`src/rtl/mux16_scan_ctrl_if.sv`:
```
// Handshake and data bundle between the scan sequencer, its host and the 16:1 mux.
// The host side also models the mux output; the sequencer drives select and results.
interface mux16_scan_ctrl_if;
    logic        start;
    logic        single;
    logic [3:0]  addr_in;
    logic        abort;
    logic        mux_q;
    logic [3:0]  sel;
    logic        busy;
    logic        bit_valid;
    logic        bit_out;
    logic [3:0]  bit_idx;
    logic [15:0] word_out;
    logic        done;

    modport master (
        output start, single, addr_in, abort, mux_q,
        input  sel, busy, bit_valid, bit_out, bit_idx, word_out, done
    );

    modport slave (
        input  start, single, addr_in, abort, mux_q,
        output sel, busy, bit_valid, bit_out, bit_idx, word_out, done
    );
endinterface

```
`src/rtl/mux16_scan_ctrl.sv`:
```
// Scan sequencer for a 16:1 mux: steps the select, waits a settle time,
// samples the mux output, streams each bit and assembles a 16-bit word.
module mux16_scan_ctrl #(
    parameter int SETTLE_CYCLES = 2,
    parameter int CNT_W         = 4
) (
    input logic                  clk,
    input logic                  rst,
    mux16_scan_ctrl_if.slave     bus
);
    typedef enum logic [1:0] {
        IDLE,
        SETTLE,
        DONE
    } state_t;

    localparam logic [CNT_W-1:0] CNT_LAST = CNT_W'(SETTLE_CYCLES - 1);

    state_t           state, state_n;
    logic [3:0]       sel_q, sel_n;
    logic [3:0]       last_q, last_n;
    logic [CNT_W-1:0] cnt_q, cnt_n;
    logic             busy_q, busy_n;
    logic             bv_q, bv_n;
    logic             bit_q, bit_n;
    logic [3:0]       idx_q, idx_n;
    logic [15:0]      word_q, word_n;
    logic             done_q, done_n;

    always_ff @(posedge clk or posedge rst) begin
        if (rst) begin
            state  <= IDLE;
            sel_q  <= '0;
            last_q <= '0;
            cnt_q  <= '0;
            busy_q <= 1'b0;
            bv_q   <= 1'b0;
            bit_q  <= 1'b0;
            idx_q  <= '0;
            word_q <= '0;
            done_q <= 1'b0;
        end else begin
            state  <= state_n;
            sel_q  <= sel_n;
            last_q <= last_n;
            cnt_q  <= cnt_n;
            busy_q <= busy_n;
            bv_q   <= bv_n;
            bit_q  <= bit_n;
            idx_q  <= idx_n;
            word_q <= word_n;
            done_q <= done_n;
        end
    end

    always_comb begin
        state_n = state;
        sel_n   = sel_q;
        last_n  = last_q;
        cnt_n   = cnt_q;
        busy_n  = busy_q;
        bv_n    = 1'b0;
        bit_n   = bit_q;
        idx_n   = idx_q;
        word_n  = word_q;
        done_n  = 1'b0;
        unique case (state)
            IDLE: begin
                if (bus.start && !bus.abort) begin
                    word_n  = '0;
                    sel_n   = bus.single ? bus.addr_in : 4'd0;
                    last_n  = bus.single ? bus.addr_in : 4'd15;
                    cnt_n   = '0;
                    busy_n  = 1'b1;
                    state_n = SETTLE;
                end
            end
            SETTLE: begin
                // abort beats a coincident sample point
                if (bus.abort) begin
                    state_n = IDLE;
                    sel_n   = '0;
                    cnt_n   = '0;
                    busy_n  = 1'b0;
                end else if (cnt_q == CNT_LAST) begin
                    bit_n         = bus.mux_q;
                    idx_n         = sel_q;
                    word_n[sel_q] = bus.mux_q;
                    bv_n          = 1'b1;
                    cnt_n         = '0;
                    if (sel_q == last_q) begin
                        state_n = DONE;
                        busy_n  = 1'b0;
                        done_n  = 1'b1;
                        sel_n   = '0;
                    end else begin
                        sel_n = sel_q + 4'd1;
                    end
                end else begin
                    cnt_n = cnt_q + 1'b1;
                end
            end
            DONE: begin
                state_n = IDLE;
            end
            default: begin
                state_n = IDLE;
            end
        endcase
    end

    assign bus.sel       = sel_q;
    assign bus.busy      = busy_q;
    assign bus.bit_valid = bv_q;
    assign bus.bit_out   = bit_q;
    assign bus.bit_idx   = idx_q;
    assign bus.word_out  = word_q;
    assign bus.done      = done_q;
endmodule

```
`src/flat_wrapper.sv`:
```
// flat-port wrapper written by rule: the top's interface ports become plain ports
module mux16_scan_ctrl_flat 
#(
    parameter int SETTLE_CYCLES = 2,
    parameter int CNT_W         = 4
)
  (clk, rst, bus_start, bus_single, bus_addr_in, bus_abort, bus_mux_q, bus_sel, bus_busy, bus_bit_valid, bus_bit_out, bus_bit_idx, bus_word_out, bus_done);
  mux16_scan_ctrl_if bus_i ();
  input logic clk;
  input logic rst;
  input wire logic [$bits(bus_i.start)-1:0] bus_start;
  input wire logic [$bits(bus_i.single)-1:0] bus_single;
  input wire logic [$bits(bus_i.addr_in)-1:0] bus_addr_in;
  input wire logic [$bits(bus_i.abort)-1:0] bus_abort;
  input wire logic [$bits(bus_i.mux_q)-1:0] bus_mux_q;
  output wire logic [$bits(bus_i.sel)-1:0] bus_sel;
  output wire logic [$bits(bus_i.busy)-1:0] bus_busy;
  output wire logic [$bits(bus_i.bit_valid)-1:0] bus_bit_valid;
  output wire logic [$bits(bus_i.bit_out)-1:0] bus_bit_out;
  output wire logic [$bits(bus_i.bit_idx)-1:0] bus_bit_idx;
  output wire logic [$bits(bus_i.word_out)-1:0] bus_word_out;
  output wire logic [$bits(bus_i.done)-1:0] bus_done;
  assign bus_i.start = bus_start;
  assign bus_i.single = bus_single;
  assign bus_i.addr_in = bus_addr_in;
  assign bus_i.abort = bus_abort;
  assign bus_i.mux_q = bus_mux_q;
  assign bus_sel = bus_i.sel;
  assign bus_busy = bus_i.busy;
  assign bus_bit_valid = bus_i.bit_valid;
  assign bus_bit_out = bus_i.bit_out;
  assign bus_bit_idx = bus_i.bit_idx;
  assign bus_word_out = bus_i.word_out;
  assign bus_done = bus_i.done;
  mux16_scan_ctrl #(.SETTLE_CYCLES(SETTLE_CYCLES), .CNT_W(CNT_W)) u_core (.clk(clk), .rst(rst), .bus(bus_i));
endmodule
```
`config.mk`:
```
export PLATFORM = sky130hd
export DESIGN_NAME = mux16_scan_ctrl_flat
export DESIGN_NICKNAME = d
export VERILOG_FILES = /design/src/rtl/mux16_scan_ctrl_if.sv /design/src/rtl/mux16_scan_ctrl.sv /design/src/flat_wrapper.sv
export SDC_FILE = /design/constraint.sdc
export NUM_CORES = 1
export LEC_CHECK = 0
export ABC_AREA = 0
export BUFFER_PORTS_ARGS = -buffer_cell sky130_fd_sc_hd__buf_2
export CAP_MARGIN = 30
export CORE_UTILIZATION = 45
export DETAILED_ROUTE_END_ITERATION = 6
export PLACE_DENSITY_LB_ADDON = 0.08
export REMOVE_ABC_BUFFERS = 1
export SLEW_MARGIN = 10
export SYNTH_ARGS = -nofsm -noshare
export SYNTH_HDL_FRONTEND = slang
export SYNTH_SLANG_ARGS = --single-unit
```
`constraint.sdc`:
```
create_clock -name clk -period 3.3 [get_ports clk]
set_input_delay 0.495 -clock clk [delete_from_list [all_inputs] [get_ports clk]]
set_output_delay 0.495 -clock clk [all_outputs]
set_load 0.02 [all_outputs]
```
## Yosys cells after proc, flatten, opt, wreduce, memory -nomap -nowiden

Cells that the tools add are included.

| operators by class | value |
|---|---|
| add/subtract/negate cells | 2 |
| multiply operators | 0 |
| divide/modulo/power cells | 0 |
| order comparisons | 2 |
| equal/unequal tests | 8 |
| shift-type cells | 0 |
| mux-type cells | 35 |
| bitwise operators | 1 |
| reduce and logical (&&, ||, !) cells | 12 |

Operators by type and width:

| cell | count |
|---|---|
| two-way mux 16 bit | 3 |
| two-way mux 4 bit | 9 |
| one-hot mux 16 bit (2 select lines) | 1 |
| bitwise mux 16 bit | 1 |
| one-hot mux 4 bit (2 select lines) | 2 |
| two-way mux 1 bit | 12 |
| AND reduction 3 bit | 3 |
| adder 4 x 1 -> 4 bit, second input constant | 2 |
| two-way mux 2 bit | 4 |
| AND reduction 4 bit | 2 |
| != test 3 x 2 -> 1 bit, second input constant | 2 |
| less-than comparator 4 x 5 -> 1 bit, second input constant | 1 |
| demux 1 bit (select 4 bit) | 1 |
| == test 4 x 1 -> 1 bit, second input constant | 1 |
| == test 4 bit | 1 |
| greater-or-equal comparator 4 x 1 -> 1 bit, second input constant | 1 |
| != test 2 x 1 -> 1 bit, second input constant | 2 |
| one-hot mux 2 bit (2 select lines) | 1 |
| AND reduction 2 bit | 2 |
| == test 2 x 1 -> 1 bit, second input constant | 1 |
| logical AND 1 bit | 2 |
| zero test 2 bit | 1 |
| != test 2 bit, second input constant | 1 |
| one-hot mux 1 bit (2 select lines) | 1 |
| 3 further kinds | 3 |

| storage, ports and cells | value |
|---|---|
| register bits | 38 |
| latch bits | 0 |
| RAM bits | 0 |
| bits in read-only memories | 0 |
| input bits | 10 |
| output and inout port bits | 28 |
| word-level logic and storage cells | 70 |
| memories | 0 |

## Logic depth before layout (Yosys ltp)

Gate-level depths: netlist of the first run.

| depth | value |
|---|---|
| depth in word-level cells | 8 |
| mapped depth | 7 |
| depth with buffers taken out | 6 |

## Worst setup path after synthesis of the first run

OpenSTA, ideal clock, no wires.

| timing path | value |
|---|---|
| kind | flip-flop to flip-flop |
| from | register u_core.sel_q[1], in the netlist u_core.bus.sel[1] |
| to | register u_core.sel_q[2], in the netlist u_core.bus.sel[2] |
| library setup time | 0.121 ns |
| data arrival time | 1.532 ns |
| data required time | 3.179 ns |
| path slack | 1.647 ns |
| stages on the path, launching flop included | 5 |
| buffers on the path | 0 |
| period minus slack after synthesis | 1.653 ns |
| cells stage by stage | dfrtp_1 > xor2_1 > o41ai_4 > o21ai_0 > a22o_1 |

| between the ends | value |
|---|---|
| longest elaborated chain between the ends | 5 |

Ends and longest elaborated chain:

| element | line | source |
|---|---|---|
| start: declaration | mux16_scan_ctrl.sv:20 | `logic [3:0] sel_q, sel_n;` |
| start signal: assignment | mux16_scan_ctrl.sv:44 | `sel_q <= sel_n;` |
| adder 4 x 1 -> 4 bit / == test 4 bit (equally long branches) | mux16_scan_ctrl.sv:97, mux16_scan_ctrl.sv:91 |  |
| two-way mux 4 bit (*) | mux16_scan_ctrl.sv:91 | `if (sel_q == last_q) begin` |
| two-way mux 4 bit (*) | mux16_scan_ctrl.sv:85 | `end else if (cnt_q == CNT_LAST) begin` |
| two-way mux 4 bit (*) | mux16_scan_ctrl.sv:80 | `if (bus.abort) begin` |
| one-hot mux 4 bit (2 select lines) (*) | mux16_scan_ctrl.sv:67 | `unique case (state)` |

Mark *: on every way between the ends. The rest lies on a longest branch, timed or not. The select of a mux whose other input is x is not followed.
A chain may end at the register's enable or synchronous reset.

## Final worst setup path of the first run

| timing path | value |
|---|---|
| from | register u_core.cnt_q[1] |
| to | register u_core.word_q[14], in the netlist u_core.bus.word_out[14] |

| between the ends | value |
|---|---|
| longest elaborated chain between the ends | 3 |

Ends and longest elaborated chain:

| element | line | source |
|---|---|---|
| start: declaration | mux16_scan_ctrl.sv:22 | `logic [CNT_W-1:0] cnt_q, cnt_n;` |
| start signal: assignment | mux16_scan_ctrl.sv:46 | `cnt_q <= cnt_n;` |
| == test 4 x 1 -> 1 bit | mux16_scan_ctrl.sv:85 |  |
| != test 2 x 1 -> 1 bit (no line) | n/a |  |
| AND reduction 4 bit (no line) | n/a |  |
| end signal: assignment | mux16_scan_ctrl.sv:51 | `word_q <= word_n;` |
| end: declaration | mux16_scan_ctrl.sv:27 | `logic [15:0] word_q, word_n;` |

No other way between the ends.

==> flow_metrics.tcl, run 1 <==
set metrics [dict create \
    r2r-start "u_core.cnt_q[1]" \
    rows 23 \
    grt_max_degree 24 \
    cts_resized 0 \
    io_pins 38 \
    cts_made_buffers 5 \
    drtIter0Drc 110 \
    fmax_mhz 537 \
    rsz0062_at_grt "no" \
    antenna_found_initial 0 \
    post-route-drc-count 0 \
    place.gp.congestion 0.833 \
    clkSinkCount 38 \
    synthTopCellsByCount "dfrtp_1, nand2_1, o21ai_0" \
    wl_per_cell_microns 13.8 \
    synth_top_cell_by_area "dfrtp_1" \
    drtPass1Iterations 4 \
    syn-instance-count 208 \
    cts_tree "yes" \
    ys_warn_count 0 \
    hold_class "in -> async" \
    yosys.area.top_type_share_pct 49.1 \
    hpwl_microns 2810 \
    crit_path_end_kind "flop" \
    fin_nets 257 \
    vias 1565 \
    yosys-top-cells-area "dfrtp_1, o21ai_0, nand2_1" \
    die_y_microns 67.6 \
    synth_edf_count 0 \
    syn_area_sq_um 1940 \
    grt_pass1_vias 1482 \
    routed_via_density 5.36 \
    diodes 0 \
    fin_crit_sh_pct 56.4 \
    hold_slack_ns 0.0908 \
    synthArstFlopShare_pct 100 \
    dieWidth_microns 67.6 \
    critPathRequiredTime_ns 3.52 \
    status "complete, no violations" \
    r2r-end "u_core.bus.word_out[14]" \
    path_class "reg -> reg" \
    cp-startpoint "u_core.cnt_q[1]" \
    utilization_pct 55.6 \
    path_max_fanout 13 \
    synth_seq_area_share_pct 49.1 \
    maxSlewViolCount 0 \
    area_growth_pct 16.4 \
    avgSynthCellArea_sq_um 9.31 \
    core-area_sq_um 4060 \
    drt-total-wl_microns 4040 \
    reg2reg_depth 6 \
    cts_root_buf "clkbuf_8" \
    synth_seq_cells 38 \
    overflow 0 \
    htree_levels 2 \
    antenna_left 0 \
    clock_skew_ns 0.00331 \
    maxCapViolations 0 \
    clkLatencyLatePin_ns 0.29 \
    die_area_sq_um 4570 \
    yosysMostFrequentCell "dfrtp_1" \
    tightest_slew_ns 0.697 \
    grt_pass1_wl_microns 6930 \
    finalWorstSetupSlack_ns 1.44 \
    clk_pin_slew_worst_paths_ns 0.07 \
    synth.distinct_cells 40 \
    cellPowerDensity_nw_per_um2 837 \
    startpoint_type "flop" \
    start_util_pct 47.7 \
    finalSetupTns_ns 0 \
    maxSlewHeadroom_pct 53.6 \
    synth-main-ff-cell "dfrtp_1" \
    port-buffer-count 37 \
    vdd_drop_max_mv 0.416 \
    cts_buffer_depth 2 \
    grt_use_total_pct 20.7 \
    ctsHoldBuffers 0 \
    hold_viol_final 0 \
    cts_setup_buffers 0 \
    setup_viol 0 \
    period_minus_slack_ns 1.86 \
    crit_arrival_ns 2.09 \
    layout-drive-gt1-share_pct 22.7 \
    p_leak_nw 1.20 \
    ff2ff_setup_slack_ns 1.44 \
    place_ws_ns 1.46 \
]
area by class of cell:
class,instances,area (sq um)
inverter,14,52.6
sequential,38,951
multi-input combinational,142,870
clock buffer,7,86.3
fill,381,1800
clock inverter,1,5.00
tap,50,62.6
timing repair buffer,40,228
through the flow:
step	instances	area, sq um	power [mW]
floorplan	194	1870	1.32
global placement	283	2140	1.56
detailed placement	283	2140	1.56
CTS	291	2230	1.90
global route	292	2250	2.04
finish	292	2250	1.89
power breakdown:
group	total (mW)	internal, mW	leakage (nW)	switching [mW]
registers	0.739	0.585	0.499	0.153
clock network	0.331	0.169	0.0482	0.162
logic	0.817	0.297	0.653	0.520
total	1.89	1.05	1.20	0.835
critical path, cell delays in order, from the launching register on:
cell	delay, ns
dfrtp_1	0.41
inv_1	0.06
ha_1	0.12
nor3b_2	0.41
and3_1	0.54
nand4_1	0.15
nand2_1	0.10
worst max-delay path by stage:
stage | endpoint | slack (ns) | depth (start not counted)
2_1_floorplan | u_core.bus.word_out[0] | 1.19 | 4
3_3_place_gp | u_core.bus.word_out[2] | 1.51 | 6
3_5_place_dp | u_core.bus.word_out[14] | 1.46 | 6
4_1_cts | u_core.bus.word_out[14] | 1.43 | 6
5_1_grt | u_core.bus.word_out[15] | 1.27 | 6
6_report | u_core.bus.word_out[14] | 1.44 | 6
logic make-up (layout without fill, tap and decap cells):
| family | Yosys count | count (layout) | share of synthesized area (%) |
|---|---|---|---|
| compound gates | 61 | 61 | 19.8 |
| fa+ha+maj | 6 | 6 | 3.88 |
| mux | 1 | 1 | 0.581 |
| simple gates | 70 | 70 | 18.5 |
| xor+xnor | 4 | 4 | 1.81 |
| buf+inv | 28 | 62 | 6.33 |
| flops | 38 | 38 | 49.1 |
state kept, by name, indices dropped and copies added (netlist names), 2 cells and up:
signal               flops
u_core.bus.word_out     16
u_core.bus.bit_idx       4
u_core.bus.sel           4
u_core.state             2
u_core.cnt_q             4
u_core.last_q            4
metal layers:
metal  routed length (microns)  vias to the layer above  share of wire [%]  global-route usage [%]
li1                          -                      790                  -                       -
met1                      1900                      735                 47                    25.6
met2                      1950                       38                 48                    35.1
met3                       167                        2                4.1                    3.72
met4                        26                        0               0.64                    8.78
met5                         0                        -                  0                       0
cell usage in the layout, fill, tap and decap left out, types with 2 or more instances in the layout:
master    netlist  final
o21ai_0        25     25
xor2_1          4      4
buf_2           5     37
nand2_1        27     27
nand4_1         4      4
inv_1          14     14
buf_4           1      2
dfrtp_1        38     38
a31oi_1         8      8
o211ai_1        2      2
a21oi_1        13     13
and3_1          2      2
ha_1            6      6
o21a_1          2      2
nand3_1        14     14
nor2_1          8      8
a22o_1          2      2
nor2b_1         4      4
o21ai_1         3      3
clkbuf_8        0      6
No activity file was read; power rests on OpenSTA's default activity.
==> inputs of run 2 (changes only) <==
==> constraint.sdc (replaced) <==
create_clock -name clk -period 1.6 [get_ports clk]
set_input_delay 0.24 -clock clk [delete_from_list [all_inputs] [get_ports clk]]
set_output_delay 0.24 -clock clk [all_outputs]
set_load 0.02 [all_outputs]
==> flow_metrics.tcl, run 2 (synthesized netlist as in run 1, its figures left out) <==
set metrics [dict create \
    status "complete, no violations" \
    grt_pass1_vias 1478 \
    seqCellArea_sq_um 953 \
    finalSetupTns_ns 0 \
    clk_pin_slew_worst_paths_ns 0.07 \
    clock_skew_ns 0.00356 \
    start_util_pct 47.7 \
    maxCapViolations 0 \
    clkLatencyLatePin_ns 0.29 \
    grt_max_degree 39 \
    antenna_found_initial 0 \
    p_leak_nw 1.29 \
    maxSlewHeadroom_pct 67.7 \
    fillers 369 \
    htree_levels 2 \
    hold_slack_ns 0.0550 \
    final_common_cell "buf_2" \
    setup_viol 0 \
    place_ws_ns -0.0852 \
    grt_pass1_wl_microns 6730 \
    vdd_drop_max_mv 0.840 \
    finalWorstSetupSlack_ns 0.0376 \
    rows 23 \
    rsz0062_at_grt "yes" \
    io_pins 38 \
    maxSlewViolCount 0 \
    hpwl_microns 2850 \
    routed_via_density 5.24 \
    critPathRequiredTime_ns 1.78 \
    drtIter0Drc 51 \
    dieWidth_microns 67.6 \
    core-area_sq_um 4060 \
    tightest_slew_ns 0.485 \
    path_class "reg -> reg" \
    crit_path_end_kind "flop" \
    hold_viol_final 0 \
    utilization_pct 60.3 \
    cts_made_buffers 5 \
    largest_reg_flops 16 \
    grt_use_total_pct 20.1 \
    power_mw 4.27 \
    period_minus_slack_ns 1.56 \
    overflow 0 \
    fmax_mhz 640 \
    fin_nets 275 \
    antenna_left 0 \
    die_y_microns 67.6 \
    clkSinkCount 38 \
    path_max_fanout 4 \
    wl_per_cell_microns 13.3 \
    place.gp.congestion 0.790 \
    layout_common_cells "buf_2, dfrtp_1, nand2_1" \
    startpoint_type "flop" \
    area_growth_pct 26.4 \
    layout-drive-gt1-share_pct 31.3 \
    drtPass1Iterations 4 \
    ctsHoldBuffers 0 \
    multi_input_area_sq_um 923 \
    fin_crit_sh_pct 97.6 \
    cts_tree "yes" \
    post-route-drc-count 0 \
    hold_class "in -> async" \
    crit_arrival_ns 1.74 \
    die_area_sq_um 4570 \
    drt-total-wl_microns 4100 \
    cts_root_buf "clkbuf_8" \
    diodes 0 \
    cts_buffer_depth 2 \
    cellPowerDensity_nw_per_um2 1740 \
    port-buffer-count 37 \
    ff2ff_setup_slack_ns 0.04 \
    vias 1618 \
]
run 2: worst paths after layout:
| check | from | endpoint | cells past startpoint |
|---|---|---|---|
| worst min-delay path | rst | u_core.cnt_q[3] | 3 |
| worst min register to register | u_core.bus.bit_idx[0] | u_core.bus.bit_idx[0] | 2 |
| worst max-delay path | u_core.bus.sel[0] | u_core.bus.sel[3] | 5 |
| worst max register to register | u_core.bus.sel[0] | u_core.bus.sel[3] | 5 |
| min in group clk | bus_addr_in[2] | u_core.last_q[2] | 3 |
| max in group asynchronous | rst | u_core.state[1] | 3 |
run 2: what timing repair did:
| action | 4_1_cts | 5_1_grt |
|---|---|---|
| resized for setup | 1 | 16 |
| setup buffers | 3 | 2 |
| pin swaps | 2 | 5 |
| gates cloned | 0 | 0 |
| endpoints found under the setup margin | 20 | 17 |
| endpoints found under the hold margin | 0 | 0 |
run 2: layer usage:
layer,share of wire (%),GRT usage [%],up-vias
met3,3.3,3.55,8
met4,1.8,8.78,0
met2,47,33.0,32
met1,48,25.6,755
li1,-,-,823
met5,0,0,-
run 2: final cells by class:
class | count | share of cell area [%]
Tap cell | 50 | 2.55
Multi-Input combinational cell | 142 | 37.7
Inverter | 14 | 2.15
Timing Repair Buffer | 58 | 15.5
Sequential cell | 38 | 38.9
Clock buffer | 7 | 3.12
run 2: through the flow:
| step | instance area, sq um | instances |
|---|---|---|
| finish | 2450 | 309 |
| global route | 2450 | 309 |
| CTS | 2370 | 307 |
| detailed placement | 2270 | 297 |
| global placement | 2270 | 297 |
| floorplan | 1870 | 194 |
run 2: critical path, stage by stage (launching register included):
cell and delay (ns):
dfrtp_1 0.41, xor2_2 0.20, o41ai_4 0.37, buf_4 0.20, o21ai_2 0.05, a22o_1 0.22
run 2: power breakdown:
part | leakage (nW) | switching [mW] | internal (mW)
combinational | 0.757 | 1.33 | 0.934
clock | 0.0383 | 0.313 | 0.300
sequential | 0.496 | 0.182 | 1.21
==> inputs of run 3 (changes only) <==
--- a/config.mk
+++ b/config.mk
@@ -7,11 +7,9 @@
 export LEC_CHECK = 0
 export ABC_AREA = 0
 export BUFFER_PORTS_ARGS = -buffer_cell sky130_fd_sc_hd__buf_2
-export CAP_MARGIN = 30
 export CORE_UTILIZATION = 45
 export DETAILED_ROUTE_END_ITERATION = 6
 export PLACE_DENSITY_LB_ADDON = 0.08
-export REMOVE_ABC_BUFFERS = 1
 export SLEW_MARGIN = 10
 export SYNTH_ARGS = -nofsm -noshare
 export SYNTH_HDL_FRONTEND = slang
==> constraint.sdc (replaced) <==
create_clock -name clk -period 2 [get_ports clk]
set_input_delay 0.3 -clock clk [delete_from_list [all_inputs] [get_ports clk]]
set_output_delay 0.3 -clock clk [all_outputs]
set_load 0.02 [all_outputs]
==> flow_metrics.tcl, run 3 (synthesized netlist as in run 1, its figures left out) <==
set metrics [dict create \
    status "complete, no violations" \
    place.gp.congestion 0.818 \
    die_area_sq_um 4570 \
    area_growth_pct 16.5 \
    dieWidth_microns 67.6 \
    clock_skew_ns 0.00616 \
    antenna_found_initial 0 \
    path_class "reg -> reg" \
    maxSlewViolCount 0 \
    cts_setup_buffers 0 \
    drtPass1Iterations 4 \
    cts_buffer_depth 2 \
    setup_viol 0 \
    maxCapViolations 0 \
    clkPwrFrac_pct 17.3 \
    rsz0062_at_grt "no" \
    grt_pass1_vias 1448 \
    power.share.switching_pct 43.9 \
    hpwl_microns 2860 \
    period_minus_slack_ns 1.79 \
    clkSinkCount 38 \
    hold_class "in -> async" \
    fin_crit_sh_pct 89.5 \
    utilization_pct 55.6 \
    drt-total-wl_microns 4090 \
    clkLatencyLatePin_ns 0.29 \
    cellPowerDensity_nw_per_um2 1400 \
    path_max_fanout 16 \
    fmax_mhz 559 \
    vdd_drop_max_mv 0.596 \
    place_ws_ns 0.231 \
    overflow 0 \
    die_y_microns 67.6 \
    grt_pass1_wl_microns 6700 \
    post-route-drc-count 0 \
    crit_arrival_ns 2.02 \
    clk_pin_slew_worst_paths_ns 0.07 \
    layout_common_cells "dfrtp_1, buf_2, nand2_1" \
    p_int_mw 1.77 \
    layout-drive-gt1-share_pct 23.7 \
    cts_tree "yes" \
    finalSetupTns_ns 0 \
    start_util_pct 47.7 \
    combPwrFrac_pct 46.4 \
    fin_nets 260 \
    core-area_sq_um 4060 \
    p_sw_mw 1.38 \
    io_pins 38 \
    largest_reg_flops 16 \
    maxSlewHeadroom_pct 52.9 \
    final_cell_area_sq_um 2260 \
    routed_via_density 5.26 \
    cts_root_buf "clkbuf_8" \
    wl_per_cell_microns 13.8 \
    grt_max_degree 39 \
    cts_made_buffers 5 \
    htree_levels 2 \
    ctsHoldBuffers 0 \
    vias 1552 \
    cts_resized 0 \
    rows 23 \
    p_leak_nw 1.21 \
    startpoint_type "flop" \
    port-buffer-count 37 \
    crit_path_end_kind "flop" \
    final_common_cell "dfrtp_1" \
    hold_viol_final 0 \
    synth_nets 224 \
    grt_use_total_pct 20.1 \
    hold_slack_ns 0.106 \
    place_area_sq_um 2170 \
    tightest_slew_ns 0.706 \
    fillers 376 \
    p_seq_share_pct 36.3 \
    drtIter0Drc 114 \
    critPathRequiredTime_ns 2.24 \
    antenna_left 0 \
    finalWorstSetupSlack_ns 0.210 \
    diodes 0 \
]
## run 3: worst paths after layout
path                                        from                      end  slack [ns]  depth (start not counted)
hold / removal                               rst   u_core.bus.word_out[0]        0.11                          3
min in group clk                  bus_addr_in[1]         u_core.last_q[1]        0.26                          3
setup reg to reg                 u_core.cnt_q[0]  u_core.bus.word_out[14]        0.21                          6
setup / recovery                 u_core.cnt_q[0]  u_core.bus.word_out[14]        0.21                          6
hold reg to reg            u_core.bus.bit_idx[1]    u_core.bus.bit_idx[1]        0.48                          2
max in group asynchronous                    rst          u_core.cnt_q[3]        1.54                          3
## run 3: power by group through the flow
stage / logic [mW] / registers [mW] / clock network [mW]
floorplan: 0.959 / 1.29 / 0
global placement: 1.45 / 1.16 / 0
detailed placement: 1.47 / 1.16 / 0
CTS: 1.48 / 1.15 / 0.566
global route: 1.64 / 1.18 / 0.590
finish: 1.46 / 1.14 / 0.544
## run 3: area by class of cell
cell class	count	area, sq um	share of cell area, %
clock buffer	7	86.3	3.82
clock inverter	1	5.00	0.222
inverter	14	52.6	2.33
multi-input combinational	142	870	38.5
sequential	38	951	42.1
tap	50	62.6	2.77
timing repair buffer	43	230	10.2
## run 3: worst max-delay path: stages (launching register included)
cell     delay [ns]
dfrtp_1        0.42
ha_1           0.22
nor3b_2        0.15
buf_4          0.16
a21oi_2        0.50
o21ai_0        0.20
nand2_1        0.09
## run 3: per-stage QoR
stage / std cells / power, mW
global route: 295 / 3.41
finish: 295 / 3.15
detailed placement: 287 / 2.63
global placement: 287 / 2.61
floorplan: 208 / 2.25
CTS: 295 / 3.19
## run 3: routing by layer
metal  wire, microns  up-vias  global-route usage [%]  share of wire [%]
met3             156        5                    5.91                3.8
met5               0        -                       0                  0
met4              59        0                    7.71                1.4
li1                -      792                       -                  -
met2            1930       33                    31.7                 47
met1            1930      722                    25.6                 47
